--- config.mk ---
export PLATFORM = sky130hd
export DESIGN_NAME = ps2_note_encoder_flat
export DESIGN_NICKNAME = d
export VERILOG_FILES = /design/src/rtl/ps2_note_encoder_pkg.sv /design/src/rtl/ps2_note_encoder_if.sv /design/src/rtl/ps2_note_encoder_map.sv /design/src/rtl/ps2_note_encoder.sv /design/src/flat_wrapper.sv
export SDC_FILE = /design/constraint.sdc
export NUM_CORES = 1
export LEC_CHECK = 0
export BUFFER_PORTS_ARGS = -buffer_cell sky130_fd_sc_hd__buf_2
export CAP_MARGIN = 30
export CORE_UTILIZATION = 45
export DETAILED_ROUTE_END_ITERATION = 8
export GPL_ROUTABILITY_DRIVEN = 0
export PLACE_DENSITY = 0.81
export SLEW_MARGIN = 20
export SYNTH_ARGS = -nofsm -noshare
export SYNTH_HDL_FRONTEND = slang
export SYNTH_HIERARCHICAL = 1
export SYNTH_SLANG_ARGS = --single-unit
--- constraint.sdc ---
create_clock -name clk -period 2 [get_ports clk]
set_clock_uncertainty 0.05 [all_clocks]
set_input_delay 0.1 -clock clk [delete_from_list [all_inputs] [get_ports clk]]
set_output_delay 0.1 -clock clk [all_outputs]
set_load 0.01 [all_outputs]
--- src/rtl/ps2_note_encoder_pkg.sv ---
// Shared constants for the PS/2 note encoder: set-2 scancodes, decoder states,
// note encodings and octave saturation helpers.
package note_enc_pkg;

    localparam logic [7:0] SC_BRK    = 8'hF0;
    localparam logic [7:0] SC_EXT    = 8'hE0;
    localparam logic [7:0] SC_C      = 8'h1C;
    localparam logic [7:0] SC_CS     = 8'h1D;
    localparam logic [7:0] SC_D      = 8'h1B;
    localparam logic [7:0] SC_DS     = 8'h24;
    localparam logic [7:0] SC_E      = 8'h23;
    localparam logic [7:0] SC_F      = 8'h2B;
    localparam logic [7:0] SC_FS     = 8'h2C;
    localparam logic [7:0] SC_G      = 8'h34;
    localparam logic [7:0] SC_GS     = 8'h35;
    localparam logic [7:0] SC_A      = 8'h33;
    localparam logic [7:0] SC_AS     = 8'h3C;
    localparam logic [7:0] SC_B      = 8'h3B;
    localparam logic [7:0] SC_C_HI   = 8'h42;
    localparam logic [7:0] SC_OCT_DN = 8'h1A;
    localparam logic [7:0] SC_OCT_UP = 8'h22;

    localparam logic [3:0] NOTE_C  = 4'd0;
    localparam logic [3:0] NOTE_CS = 4'd1;
    localparam logic [3:0] NOTE_D  = 4'd2;
    localparam logic [3:0] NOTE_DS = 4'd3;
    localparam logic [3:0] NOTE_E  = 4'd4;
    localparam logic [3:0] NOTE_F  = 4'd5;
    localparam logic [3:0] NOTE_FS = 4'd6;
    localparam logic [3:0] NOTE_G  = 4'd7;
    localparam logic [3:0] NOTE_GS = 4'd8;
    localparam logic [3:0] NOTE_A  = 4'd9;
    localparam logic [3:0] NOTE_AS = 4'd10;
    localparam logic [3:0] NOTE_B  = 4'd11;

    typedef enum logic [1:0] {
        ST_IDLE    = 2'd0,
        ST_BRK     = 2'd1,
        ST_EXT     = 2'd2,
        ST_EXT_BRK = 2'd3
    } dec_state_e;

    // Compare before adding so a ceiling of 7 cannot wrap the 3-bit value.
    function automatic logic [2:0] oct_inc_sat(input logic [2:0] oct, input logic [2:0] max_oct);
        if (oct >= max_oct) begin
            return max_oct;
        end else begin
            return oct + 3'd1;
        end
    endfunction

    function automatic logic [2:0] oct_dec_sat(input logic [2:0] oct);
        if (oct == 3'd0) begin
            return 3'd0;
        end else begin
            return oct - 3'd1;
        end
    endfunction

endpackage

--- src/rtl/ps2_note_encoder_if.sv ---
// Scancode input and note-entry output bundle of the PS/2 note encoder.
interface ps2_note_encoder_if;
    logic       scan_valid;
    logic [7:0] scan_code;
    logic       note_in;
    logic [3:0] note;
    logic [2:0] octave;
    logic       key_held;

    modport master (
        input  scan_valid, scan_code,
        output note_in, note, octave, key_held
    );

    modport slave (
        output scan_valid, scan_code,
        input  note_in, note, octave, key_held
    );
endinterface

--- src/rtl/ps2_note_encoder_map.sv ---
// Combinational key classifier: maps a scancode to a pitch class and the octave it
// plays at; octave-key detection exists only when NOTE_ENC_OCT_KEYS_EN is defined.
module ps2_note_map
    import note_enc_pkg::*;
#(
    parameter int MAX_OCTAVE = 6
) (
    input  logic [7:0] scan_code,
    input  logic [2:0] cur_octave,
    output logic       is_note,
    output logic [3:0] note,
    output logic [2:0] octave_bump,
    output logic       is_oct_up,
    output logic       is_oct_dn
);

    // Note lookup; octave_bump carries the octave the key sounds at.
    always_comb begin
        is_note     = 1'b1;
        note        = NOTE_C;
        octave_bump = cur_octave;
        case (scan_code)
            SC_C:    note = NOTE_C;
            SC_CS:   note = NOTE_CS;
            SC_D:    note = NOTE_D;
            SC_DS:   note = NOTE_DS;
            SC_E:    note = NOTE_E;
            SC_F:    note = NOTE_F;
            SC_FS:   note = NOTE_FS;
            SC_G:    note = NOTE_G;
            SC_GS:   note = NOTE_GS;
            SC_A:    note = NOTE_A;
            SC_AS:   note = NOTE_AS;
            SC_B:    note = NOTE_B;
            SC_C_HI: begin
                note        = NOTE_C;
                octave_bump = oct_inc_sat(cur_octave, 3'(MAX_OCTAVE));
            end
            default: is_note = 1'b0;
        endcase
    end

`ifdef NOTE_ENC_OCT_KEYS_EN
    assign is_oct_up = (scan_code == SC_OCT_UP);
    assign is_oct_dn = (scan_code == SC_OCT_DN);
`else
    assign is_oct_up = 1'b0;
    assign is_oct_dn = 1'b0;
`endif

endmodule

--- src/rtl/ps2_note_encoder.sv ---
// PS/2 set-2 scancode stream to note-entry events, with held-key tracking.
// Define NOTE_ENC_OCT_KEYS_EN to enable the 1A/22 octave down/up keys.
module ps2_note_encoder
    import note_enc_pkg::*;
#(
    parameter int DEFAULT_OCTAVE = 4,
    parameter int MAX_OCTAVE     = 6
) (
    input  logic               clk,
    input  logic               reset,
    ps2_note_encoder_if.master bus
);

    localparam logic [2:0] RST_OCT = 3'(DEFAULT_OCTAVE);

    dec_state_e state_q, state_d;
    logic       make_s, break_s;
    logic       map_is_note_s, map_oct_up_s, map_oct_dn_s, note_key_s;
    logic [3:0] map_note_s;
    logic [2:0] map_oct_s;
    logic [2:0] cur_oct_s;

    logic       note_in_q, note_in_d;
    logic [3:0] note_q, note_d;
    logic [2:0] octave_q, octave_d;
    logic       key_held_q, key_held_d;
    logic [7:0] cur_key_q, cur_key_d;

    ps2_note_map #(.MAX_OCTAVE(MAX_OCTAVE)) u_map (
        .scan_code   (bus.scan_code),
        .cur_octave  (cur_oct_s),
        .is_note     (map_is_note_s),
        .note        (map_note_s),
        .octave_bump (map_oct_s),
        .is_oct_up   (map_oct_up_s),
        .is_oct_dn   (map_oct_dn_s)
    );

    // Octave keys never count as note keys.
    assign note_key_s = map_is_note_s & ~map_oct_up_s & ~map_oct_dn_s;

    // Decoder state register.
    always_ff @(posedge clk) begin
        if (!reset) begin
            state_q <= ST_IDLE;
        end else begin
            state_q <= state_d;
        end
    end

    // Decoder next state: prefixes advance, every other byte returns to IDLE.
    always_comb begin
        state_d = state_q;
        if (bus.scan_valid) begin
            case (state_q)
                ST_IDLE: begin
                    if (bus.scan_code == SC_BRK) begin
                        state_d = ST_BRK;
                    end else if (bus.scan_code == SC_EXT) begin
                        state_d = ST_EXT;
                    end else begin
                        state_d = ST_IDLE;
                    end
                end
                ST_EXT: begin
                    if (bus.scan_code == SC_BRK) begin
                        state_d = ST_EXT_BRK;
                    end else begin
                        state_d = ST_IDLE;
                    end
                end
                default: state_d = ST_IDLE;
            endcase
        end else begin
            state_d = state_q;
        end
    end

    // Decoder outputs: which byte is a make or break to act on.
    always_comb begin
        make_s  = 1'b0;
        break_s = 1'b0;
        if (bus.scan_valid) begin
            case (state_q)
                ST_IDLE: make_s  = (bus.scan_code != SC_BRK) && (bus.scan_code != SC_EXT);
                ST_BRK:  break_s = 1'b1;
                default: begin
                    make_s  = 1'b0;
                    break_s = 1'b0;
                end
            endcase
        end else begin
            make_s  = 1'b0;
            break_s = 1'b0;
        end
    end

`ifdef NOTE_ENC_OCT_KEYS_EN
    logic [2:0] oct_q, oct_d;
    logic       up_down_q, up_down_d, dn_down_q, dn_down_d;

    // Octave register steps only on the first make of an octave key.
    always_comb begin
        oct_d     = oct_q;
        up_down_d = up_down_q;
        dn_down_d = dn_down_q;
        if (make_s && map_oct_up_s) begin
            up_down_d = 1'b1;
            if (!up_down_q) begin
                oct_d = oct_inc_sat(oct_q, 3'(MAX_OCTAVE));
            end else begin
                oct_d = oct_q;
            end
        end else if (make_s && map_oct_dn_s) begin
            dn_down_d = 1'b1;
            if (!dn_down_q) begin
                oct_d = oct_dec_sat(oct_q);
            end else begin
                oct_d = oct_q;
            end
        end else if (break_s && map_oct_up_s) begin
            up_down_d = 1'b0;
        end else if (break_s && map_oct_dn_s) begin
            dn_down_d = 1'b0;
        end else begin
            oct_d = oct_q;
        end
    end

    // Octave register and octave-key down flags.
    always_ff @(posedge clk) begin
        if (!reset) begin
            oct_q     <= RST_OCT;
            up_down_q <= 1'b0;
            dn_down_q <= 1'b0;
        end else begin
            oct_q     <= oct_d;
            up_down_q <= up_down_d;
            dn_down_q <= dn_down_d;
        end
    end

    assign cur_oct_s = oct_q;
`else
    assign cur_oct_s = RST_OCT;
`endif

    // Note events: a new key (or a re-press after release) triggers; typematic repeats do not.
    always_comb begin
        note_in_d  = 1'b0;
        note_d     = note_q;
        octave_d   = octave_q;
        key_held_d = key_held_q;
        cur_key_d  = cur_key_q;
        if (make_s && note_key_s && ((bus.scan_code != cur_key_q) || !key_held_q)) begin
            note_in_d  = 1'b1;
            note_d     = map_note_s;
            octave_d   = map_oct_s;
            cur_key_d  = bus.scan_code;
            key_held_d = 1'b1;
        end else if (break_s && note_key_s && (bus.scan_code == cur_key_q)) begin
            key_held_d = 1'b0;
        end else begin
            key_held_d = key_held_q;
        end
    end

    // Output and current-key registers.
    always_ff @(posedge clk) begin
        if (!reset) begin
            note_in_q  <= 1'b0;
            note_q     <= NOTE_C;
            octave_q   <= RST_OCT;
            key_held_q <= 1'b0;
            cur_key_q  <= 8'h00;
        end else begin
            note_in_q  <= note_in_d;
            note_q     <= note_d;
            octave_q   <= octave_d;
            key_held_q <= key_held_d;
            cur_key_q  <= cur_key_d;
        end
    end

    assign bus.note_in  = note_in_q;
    assign bus.note     = note_q;
    assign bus.octave   = octave_q;
    assign bus.key_held = key_held_q;

endmodule

--- src/flat_wrapper.sv ---
// flat-port wrapper written by rule: the top's interface ports become plain ports
module ps2_note_encoder_flat import note_enc_pkg::*;
#(
    parameter int DEFAULT_OCTAVE = 4,
    parameter int MAX_OCTAVE     = 6
)
  (clk, reset, bus_scan_valid, bus_scan_code, bus_note_in, bus_note, bus_octave, bus_key_held);
  ps2_note_encoder_if bus_i ();
  input  logic clk;
  input  logic reset;
  input wire logic [$bits(bus_i.scan_valid)-1:0] bus_scan_valid;
  input wire logic [$bits(bus_i.scan_code)-1:0] bus_scan_code;
  output wire logic [$bits(bus_i.note_in)-1:0] bus_note_in;
  output wire logic [$bits(bus_i.note)-1:0] bus_note;
  output wire logic [$bits(bus_i.octave)-1:0] bus_octave;
  output wire logic [$bits(bus_i.key_held)-1:0] bus_key_held;
  assign bus_i.scan_valid = bus_scan_valid;
  assign bus_i.scan_code = bus_scan_code;
  assign bus_note_in = bus_i.note_in;
  assign bus_note = bus_i.note;
  assign bus_octave = bus_i.octave;
  assign bus_key_held = bus_i.key_held;
  ps2_note_encoder #(.DEFAULT_OCTAVE(DEFAULT_OCTAVE), .MAX_OCTAVE(MAX_OCTAVE)) u_core (.clk(clk), .reset(reset), .bus(bus_i));
endmodule
Word-level counts from Yosys, hierarchy flattened
Index checks and enable logic that the tools add are counted.
{"block": "classes", "addsub": 0, "multipliers": 0, "div": 0, "n_lt_le_gt_ge": 0, "n_eq_ne": 21, "shift": 0, "mux": 14, "n_bitwise": 0, "reduce_logical": 10}
{"operator": "8-bit by 6-bit equality test with 1-bit output, second input constant", "n": 9}
{"operator": "4-bit case mux with 11 select lines", "n": 1}
{"operator": "8-bit by 5-bit equality test with 1-bit output, second input constant", "n": 3}
{"operator": "8-bit equality test, second input constant", "n": 2}
{"operator": "8-bit inequality test, second input constant", "n": 2}
{"operator": "13-bit OR reduction", "n": 1}
{"operator": "1-bit two-way mux", "n": 9}
{"operator": "8-bit by 7-bit equality test with 1-bit output, second input constant", "n": 1}
{"operator": "8-bit equality test", "n": 1}
{"operator": "8-bit inequality test", "n": 1}
{"operator": "2-bit two-way mux", "n": 3}
{"operator": "1-bit logical AND", "n": 5}
{"operator": "2-bit case mux with 2 select lines", "n": 1}
{"operator": "2-bit by 1-bit equality test with 1-bit output, second input constant", "n": 1}
{"operator": "2-bit equality test, second input constant", "n": 1}
{"operator": "2-bit zero test", "n": 1}
{"operator": "2-bit nonzero test", "n": 1}
{"operator": "1-bit zero test", "n": 1}
{"operator": "1-bit logical OR", "n": 1}
{"block": "word_totals", "register_bits": 19, "latch_bits": 0, "ram_bits": 0, "rom_bits": 0, "in_bits": 11, "output_inout_bits": 9, "word_cells": 51, "n_memories": 0}

Logic depth before layout (Yosys ltp)
Gate-level depths: netlist of run 1.
{"block": "depth", "ltp_word": 7, "depth_mapped": 9}

Cells and area by module
The synthesis of run 1 kept the hierarchy.
{"mod": "ps2_note_encoder", "instances": 1, "cells_each": 109, "area_per_inst_um2": 908.4, "seq_area_each_um2": 380.4}
{"mod": "ps2_note_map", "instances": 1, "cells_each": 44, "area_per_inst_um2": 297.8, "seq_area_each_um2": 0.0}

Worst setup path after synthesis of run 1
No wires, ideal clock.
{"block": "synth_timing", "kind": "input to register", "start": "input bus_scan_code[0]", "end": "register u_core.octave_q[0], in the netlist u_core/bus.octave[0]", "setup_ps": 72, "arrival_ps": 1959, "t_required_ps": 1878, "path_slack_ps": -80, "stages": 9, "path_cell_list": "or3b_1 -> a21oi_1 -> a21oi_1 -> o311ai_1 -> or4b_4 -> nor3_4 -> buf_6 -> nand3_1 -> a21oi_1"}
{"item": "start: declaration", "line_no": "flat_wrapper.sv:12", "rtl": "input wire logic [$bits(bus_i.scan_code)-1:0] bus_scan_code;"}
{"item": "8-bit by 7-bit equality test with 1-bit output (tied with other cells)", "line_no": "ps2_note_encoder_map.sv:22", "rtl": "case (scan_code)"}
{"item": "13-bit OR reduction (no source line) *"}
{"item": "1-bit two-way mux *", "line_no": "ps2_note_encoder_map.sv:22"}
{"item": "via u_core.map_is_note_s", "line_no": "ps2_note_encoder.sv:18", "rtl": "logic map_is_note_s, map_oct_up_s, map_oct_dn_s, note_key_s;"}
{"item": "1-bit logical AND * (2 in series)", "line_no": "ps2_note_encoder.sv:155", "rtl": "if (make_s && note_key_s && ((bus.scan_code != cur_key_q) || !key_held_q)) begin"}
{"item": "end signal: assignment", "line_no": "ps2_note_encoder.sv:179", "rtl": "octave_q <= octave_d;"}
{"item": "end: declaration", "line_no": "ps2_note_encoder.sv:25", "rtl": "logic [2:0] octave_q, octave_d;"}
Mark *: on every way through the listed nets, which the timed path passes. The rest lies on a longest branch.
A chain may end at the register's enable or synchronous reset.

Final worst setup path of run 1
{"block": "layout_timing", "start": "input bus_scan_code[0]", "end": "register u_core.note_q[1], in the netlist u_core/bus.note[1]"}
{"item": "8-bit by 7-bit equality test with 1-bit output (tied with other cells)", "line_no": "ps2_note_encoder_map.sv:22"}
{"item": "13-bit OR reduction (no source line) *"}
{"item": "1-bit two-way mux *", "line_no": "ps2_note_encoder_map.sv:22"}
{"item": "via u_core.map_is_note_s", "line_no": "ps2_note_encoder.sv:18"}
{"item": "1-bit logical AND * (2 in series)", "line_no": "ps2_note_encoder.sv:155"}
{"item": "end signal: assignment", "line_no": "ps2_note_encoder.sv:178", "rtl": "note_q <= note_d;"}
{"item": "end: declaration", "line_no": "ps2_note_encoder.sv:24", "rtl": "logic [3:0] note_q, note_d;"}
Marked as above.

==> metrics.yaml, run 1 <==
outcome: "finished with violations"
violations: "setup timing"
leakage_nw: 0.654
fp.coreArea_um2: 2500
synthAdderAreaFrac_pct: 1.04
start_kind: "input port"
min_path_cells: 3
r2r_cells: 6
seqCellArea_um2: 380
fillers: 207
dr.max_layer_used: "met3"
cts_max_path_buffers: 2
finalHoldViolCount: 0
synth_top_family_by_area: "simple AND/OR/NAND/NOR gates"
synth_edf_count: 0
synth_top_cell_area_share_pct: 31.5
post-route-min-period_ns: 2.02
postRouteWirelength_um: 3080
synth_cell_type_count: 43
grt_max_degree: 19
r2r_setup_slack_ns: 0.26
netlist_area_um2: 1210
synth-seq-cells: 19
synth_seq_area_share_pct: 31.5
yosysMostFrequentCell: "a21oi_1"
powerDensity_nw_per_um2: 447
layout_setup_ws_ns: -0.0230
drt-vias-per-instance: 5.51
drive_gt1_share_pct: 32.2
fmax_ghz: 0.494
synthTopCellsByCount: "a21oi_1, dfxtp_1, nand3_1, o21ai_0"
max_cap_viol_count: 0
cpPeakStageDelay_ns: 0.53
arrival_ns: 2.21
ys_top_cells_by_area: "dfxtp_1, a21oi_1, nand3_1"
r2r-start: "u_core/state_q[1]"
synthSimpleGateAreaFrac_pct: 29.1
grt_first_pass_wirelength_um: 4950
cts_tree: "done"
antenna_found_initial: 0
die-area_um2: 2890
period_share_pct: 101
track_usage_pct: 23.3
path_class: "in -> reg"
wl_met2_um: 1540
wl_per_cell_um: 13.3
cp_slowest_cell: "or4b_4"
syn_inst: 153
yosys_warnings: 6
synthMuxAreaShare_pct: 0.934
crit_family: "simple AND/OR/NAND/NOR gates"
crit_buf_inv: 2
drt-initial-drc-count: 30
drc_errors: 0
synth-xor-area-share_pct: 6.54
ys.flop_type: "dfxtp_1"
synth-compound-area-share_pct: 23.0
place.detailed.hpwl_um: 2250
grt_pass1_vias: 1170
ant_nets: 0
avgSynthCellArea_um2: 7.88
start_util_pct: 48.2
final-setup-viol-count: 1
vias: 1278
crit_fanout: 14
first_pass_iters: 4
fin_setup_tns_ns: -0.0230
path_cells: "buf_2 > or3b_4 > nor2_1 > o2111ai_2 > o311ai_2 > or4b_4 > nor3_4 > buf_12 > nand3_1 > a21oi_2"
hold_end: "u_core/state_q[0]"
rsz0062_at_grt: "true"
nets: 215
cts_max_level: 1
synth_largest_area_cell: "dfxtp_1"
multi_input_area_um2: 830
power_uw: 722
required_ns: 2.18
die_w_um: 53.8
end_kind: "register"
async_flop_share_pct: 0
drt-met1-wl_um: 1440
diodes: 0
hp-class: "in -> reg"
maxSlewHeadroom_pct: 64.2
wl_met3_um: 100
path_clk_slew_ns: 0.12
die_h_um: 53.8
timing.rr.end: "u_core/bus.note[1]"
utilization_pct: 64.6
syn_to_final_growth_pct: 33.8
drv_slew: 0
grt_overflow: 0
tightest_slew_ns: 0.534
cts.sinks: 19
clock_latency_ns: 0.30
port_buffers: 19
hold_path_startpoint: "bus_scan_valid"
peakVddDrop_mv: 0.385
cts_root_buffer: "clkbuf_4"
top_level_ports: 20
num_rows: 18
numCtsBuffers: 3
-- kinds of logic (layout without fill, tap and decap cells) --
| family | count (synthesis) | after routing |
|---|---|---|
| and+or+nand+nor | 55 | 55 |
| xor gates and xnor gates | 9 | 9 |
| other | 3 | 13 |
| DFF | 19 | 19 |
| AOI/OAI and AO/OA | 50 | 50 |
| muxes | 1 | 1 |
| adders and majority gates | 1 | 1 |
| buffers and inverters | 15 | 54 |
-- area by class of cell --
type,count,area share (%)
Multi-Input combinational cell,129,51.4
Sequential cell,19,23.6
Timing Repair Buffer,44,19.5
Tap cell,30,2.33
Clock buffer,3,1.40
Inverter,6,1.40
Clock inverter,1,0.465
-- state kept, by name, summed over array words and instances, names as in the netlist --
register,flops
u_core/state_q,2
u_core/bus.note,4
u_core/bus.key_held,1
u_core/bus.note_in,1
u_core/bus.octave,3
u_core/cur_key_q,8
-- worst min-delay path: stages --
cell and delay [ns]:
buf_2 0.12, nand4_1 0.07, a21oi_1 0.06
-- power breakdown --
| part | total (mW) | switching, mW | internal (mW) | leakage, nW |
|---|---|---|---|---|
| clock network | 0.201 | 0.125 | 0.0762 | 0.0139 |
| registers | 0.384 | 0.00253 | 0.382 | 0.153 |
| logic | 0.136 | 0.0761 | 0.0602 | 0.486 |
| total | 0.722 | 0.204 | 0.518 | 0.654 |
-- worst max path at each step --
stage,start,end,cells past startpoint
finish,bus_scan_code[0],u_core/bus.note[1],10
global placement,bus_scan_code[0],u_core/bus.note[1],10
floorplan,bus_scan_code[0],u_core/bus.octave[0],9
CTS,bus_scan_code[0],u_core/bus.note[1],10
detailed placement,bus_scan_code[0],u_core/bus.note[1],10
global route,bus_scan_code[0],u_core/bus.note[1],10
-- layer usage --
metal  vias to the layer above  GRT usage, %
met1                       612          27.8
met4                         0          3.51
met3                         0          5.08
met5                         -             0
met2                        24          42.6
li1                        642             -
-- through the flow --
| stage | setup WS, ns | hold slack (ns) | area (µm²) | std cells |
|---|---|---|---|---|
| 2_1_floorplan | -0.0803 | 0.135 | 1240 | 163 |
| 3_3_place_gp | -0.232 | 0.255 | 1510 | 226 |
| 3_5_place_dp | -0.379 | 0.281 | 1510 | 226 |
| 4_1_cts | -0.0456 | 0.0258 | 1560 | 231 |
| 5_1_grt | -0.0647 | 0.0194 | 1610 | 232 |
| 6_report | -0.0230 | 0.0375 | 1610 | 232 |
-- layout by cell type, fill, tap and decap left out, types with 5 or more instances in the layout --
cell type  instances
buf_4             21
buf_2             19
nand3_1           19
dfxtp_1           19
a21oi_1           17
conb_1            13
o21ai_0           10
xor2_1             8
o21ai_1            8
nor2_1             7
inv_1              5
-- timing repair --
action                     in CTS  in global routing
setup endpoints to repair      13                 17
hold endpoints to repair        1                  0
cloned                          0                  0
hold buffers                    1                  0
resized for setup               1                 12
setup buffers                   0                  1
No activity file was read; power rests on OpenSTA's default activity.
==> run 2, diff against run 1 <==
- ABC_AREA: not set -> 1
- PLACE_DENSITY: 0.81 -> 0.79
==> run 2 against run 1 <==
The flow now finishes without violations. Design area up 1.5%. Area after synthesis increased by 25%. Flip-flop and latch count did not move. Critical path depth decreased by 4. Maximum frequency grew 20%. Final cell count grew 32%. Synthesized cell count grew 57%. Worst hold slack gained 0.0080 ns. Non-clock buffer count fell by 24.
==> metrics.yaml, run 2 <==
yosys_warnings: 6
cts_max_path_buffers: 2
numCtsBuffers: 3
syn_inst: 240
top_level_ports: 20
final-setup-viol-count: 0
peakVddDrop_mv: 0.338
powerDensity_nw_per_um2: 423
grt_overflow: 0
yosysMostFrequentCell: "nand2_1"
num_rows: 20
antenna_found_initial: 0
nets: 276
die_h_um: 59.8
synth_top_cell_area_share_pct: 25.3
vias: 1429
p_switching_uw: 198
async_flop_share_pct: 0
drv_slew: 0
drc_errors: 0
diodes: 0
holdWs_ns: 0.0456
period_share_pct: 84.4
ant_nets: 0
track_usage_pct: 17.8
post-route-min-period_ns: 1.69
synthTopCellsByCount: "nand2_1, inv_1, nor2_1, dfxtp_1, nand3_1"
die-area_um2: 3580
hp-class: "in -> reg"
crit_family: "simple AND/OR/NAND/NOR gates"
required_ns: 2.15
drt-initial-drc-count: 69
synth-seq-cells: 19
path_cells: "xnor2_1 > nand2_1 > nor2_4 > nand3_4 > a21oi_1 > nor2_1"
cts_root_buffer: "clkbuf_4"
fin_setup_tns_ns: 0
power_uw: 693
dp_cells: 303
seqPwrFrac_pct: 55.3
fp.coreArea_um2: 3100
grt_first_pass_wirelength_um: 4780
synth_largest_area_cell: "dfxtp_1"
ys.flop_type: "dfxtp_1"
port_buffers: 19
crit_buf_inv: 0
cp_slowest_cell: "dfxtp_1"
wl_per_cell_um: 10.1
arrival_ns: 1.83
p_comb_share_pct: 16.8
layout_common_cells: "nand2_1, inv_1, nor2_1"
path_class: "reg -> reg"
clock_latency_ns: 0.30
placed_cell_area_um2: 1610
synth_seq_area_share_pct: 25.3
rsz0062_at_grt: "false"
ys_top_cells_by_area: "dfxtp_1, nand2_1, inv_1"
crit_fanout: 31
syn_to_final_growth_pct: 8.90
largest_reg_flops: 8
synth_cell_type_count: 25
post-cts-setup-buffers: 0
die_w_um: 59.8
first_pass_iters: 4
final_common_cell: "nand2_1"
start_kind: "register"
synth_edf_count: 0
regMostFlops: "u_core/cur_key_q"
seqCellArea_um2: 380
cts.sinks: 19
end_kind: "register"
postRouteWirelength_um: 3090
avgSynthCellArea_um2: 6.27
drt-vias-per-instance: 4.65
grt_max_degree: 32
outcome: "finished clean"
netlist_area_um2: 1500
cts_resized: 0
fmax_ghz: 0.593
finalNonFillerCells: 307
start_util_pct: 48.5
grt_pass1_vias: 1103
path_clk_slew_ns: 0.10
cts_tree: "done"
multi_input_area_um2: 925
p_int_uw: 495
cts_max_level: 1
p_clk_share_pct: 27.9
drive_gt1_share_pct: 19.8
finalHoldViolCount: 0
cpPeakStageDelay_ns: 0.35
fillers: 338
finalInstanceArea_um2: 1640
p_sw_share_pct: 28.6
cts-hold-fix-buffers: 0
max_cap_viol_count: 0
place.detailed.hpwl_um: 2350
leakage_nw: 0.822
==> run 2: layout make-up <==
cell class	count	area share, %
multi-input cells	184	56.5
flip-flops and latches	19	23.2
inverters	36	8.25
repair buffers	20	7.03
well taps	44	3.36
clock buffers	3	1.38
clock inverters	1	0.306
==> run 2: power by group through the flow <==
stage | Sequential (mW) | Combinational (mW) | Clock [mW]
2_1_floorplan | 0.392 | 0.0833 | 0
3_3_place_gp | 0.391 | 0.114 | 0
3_5_place_dp | 0.391 | 0.115 | 0
4_1_cts | 0.383 | 0.116 | 0.207
5_1_grt | 0.383 | 0.132 | 0.218
6_report | 0.383 | 0.116 | 0.193
==> run 2: kinds of logic (layout without fill, tap and decap cells) <==
logic type                 after synthesis  after routing  share of synthesized area (%)
AOI/OAI and AO/OA                       20             20                           7.16
xor gates and xnor gates                 4              4                           2.33
adders and majority gates                1              1                          0.832
buffers and inverters                   46             60                           15.5
DFF                                     19             19                           25.3
other                                    3             12                          0.749
and+or+nand+nor                        147            147                           48.2
==> run 2: worst min-delay path: stages <==
cell	delay, ns
buf_2	0.09
nand3_1	0.07
nand2_1	0.06
nor2_1	0.03
==> run 2: per-layer routing <==
metal,GRT usage [%],share of wire [%]
met1,22.4,48
met4,4.65,1.6
met2,30.5,44
met5,0,0
met3,3.90,6.1
==> run 2: per-stage QoR <==
stage                     worst slack, ns  utilization [%]
after global placement              0.217             51.9
after detailed placement            0.188             51.9
final                               0.313             52.8
after floorplan                     0.577                -
after CTS                           0.308             52.8
after global routing                0.243             52.8
==> run 2: path summary, 6_finish.rpt <==
| path | cells past startpoint | slack (ns) | from | end |
|---|---|---|---|---|
| max reg2reg | 6 | 0.31 | u_core/cur_key_q[6] | u_core/cur_key_q[6] |
| min reg2reg | 2 | 0.41 | u_core/bus.octave[2] | u_core/bus.octave[2] |
| max | 6 | 0.31 | u_core/cur_key_q[6] | u_core/cur_key_q[6] |
| min | 4 | 0.05 | bus_scan_valid | u_core/state_q[1] |
==> run 3, diff against run 2 <==
- clock period: 2 -> 1.4 ns (I/O delays scaled with it)
==> run 3 against run 2 <==
The flow now finishes with violations (setup timing). Via count rose by 19%. Flip-flop and latch count did not move. Setup slack got worse by 0.40 ns. Sequential power rose by 43%. Count of clock-buffer cells in the layout rose by 1. Critical path type is now in -> reg. Die area did not move. Design area rose by 36%. Final cell count rose by 12%. Non-clock buffer count rose by 38.
==> metrics.yaml, run 3 (synthesized netlist as in run 2, its figures left out) <==
powerDensity_nw_per_um2: 488
utilization_pct: 71.7
path_clk_slew_ns: 0.11
power_mw: 1.08
cts_root_buffer: "clkbuf_4"
placed_cell_area_um2: 1820
crit_family: "simple AND/OR/NAND/NOR gates"
grt_pass1_vias: 1280
grt_overflow: 0
cpPeakStageDelay_ns: 0.22
fmax_ghz: 0.672
required_ns: 1.57
crit_buf_inv: 2
cts.sinks: 19
track_usage_pct: 19.5
num_rows: 20
drt-vias-per-instance: 4.92
wl_per_cell_um: 12.8
peakVddDrop_mv: 0.354
finalInstanceArea_um2: 2220
arrival_ns: 1.66
grt_max_degree: 32
start_util_pct: 48.5
cts_max_path_buffers: 2
drv_slew: 0
cts_tree: "done"
leakage_nw: 1.09
nets: 314
cts_max_level: 1
vias: 1697
max_cap_viol_count: 0
antenna_found_initial: 0
ant_nets: 0
layout_common_cells: "nand2_1, buf_4, inv_1, nor2_1, nand2_2"
top_level_ports: 20
outcome: "finished with violations"
drt-initial-drc-count: 72
syn_to_final_growth_pct: 47.9
crit_fanout: 5
post-route-min-period_ns: 1.49
layout_setup_ws_ns: -0.0885
die_h_um: 59.8
period_share_pct: 106
die_w_um: 59.8
cp_slowest_cell: "nor3_1"
place.detailed.hpwl_um: 2400
end_kind: "register"
holdWs_ns: 0.0875
postRouteWirelength_um: 4430
diodes: 0
hp-class: "in -> reg"
clock_latency_ns: 0.31
regMostFlops: "u_core/cur_key_q"
grt_first_pass_wirelength_um: 5300
final-setup-viol-count: 17
drive_gt1_share_pct: 42.9
place_ws_ns: -0.303
rsz0062_at_grt: "true"
path_class: "in -> reg"
fp.coreArea_um2: 3100
drc_errors: 0
largest_reg_flops: 8
finalHoldViolCount: 0
numCtsBuffers: 3
violations: "setup timing"
start_kind: "input port"
path_cells: "clkbuf_4 > nand2_1 > nor2_2 > nand2_1 > nand3_1 > nor2_1 > nand3_1 > nand3b_1 > buf_4 > nor3_1 > nand4_1 > nand3_1 > nand2_1"
port_buffers: 19
die-area_um2: 3580
final_common_cell: "nand2_1"
first_pass_iters: 4
[run 3: worst paths after layout]
| path | cells after the start | start | slack [ns] | to |
|---|---|---|---|---|
| worst min-delay path | 3 | reset | 0.09 | u_core/state_q[1] |
| worst min register to register | 2 | u_core/bus.octave[2] | 0.41 | u_core/bus.octave[2] |
| worst max register to register | 7 | u_core/cur_key_q[2] | -0.08 | u_core/cur_key_q[7] |
| worst max-delay path | 13 | bus_scan_code[3] | -0.09 | u_core/bus.key_held |
[run 3: metal layers]
layer | global-route usage [%] | vias to the layer above | part of all wire, %
li1 | - | 854 | -
met1 | 26.4 | 753 | 42
met2 | 32.4 | 76 | 49
met3 | 3.90 | 14 | 7.4
met4 | 2.99 | 0 | 1.9
met5 | 0 | - | 0
[run 3: what timing repair did]
item / CTS / global route
hold buffers: 1 / 0
setup buffers: 0 / 7
gates resized for setup: 0 / 68
setup endpoints to repair: 0 / 17
hold endpoints to repair: 1 / 0
[run 3: cell type report]
type	count	area [µm²]
multi-input cells	184	1050
fillers	250	878
repair buffers	58	556
flip-flops and latches	19	389
inverters	36	145
well taps	44	55.1
clock buffers	4	26.3
[run 3: power breakdown]
part	leakage [nW]	switching, mW	internal, mW
Sequential	0.157	0.00285	0.544
Clock	0.0150	0.173	0.112
Combinational	0.916	0.148	0.106
Total	1.09	0.323	0.762
[run 3: worst reg2reg max path, cell delays in order (launching register included)]
cell,delay [ns]
dfxtp_2,0.34
xnor2_1,0.16
nand2_1,0.12
nor2_4,0.16
nand3_4,0.13
buf_12,0.19
a21oi_1,0.16
nor2_1,0.07
[run 3: metrics by stage]
step                      TNS, ns  cells
after floorplan                 0    249
after global placement      -4.46    328
after detailed placement    -4.71    328
after CTS                       0    333
after global routing        -1.76    345
final                      -0.724    345
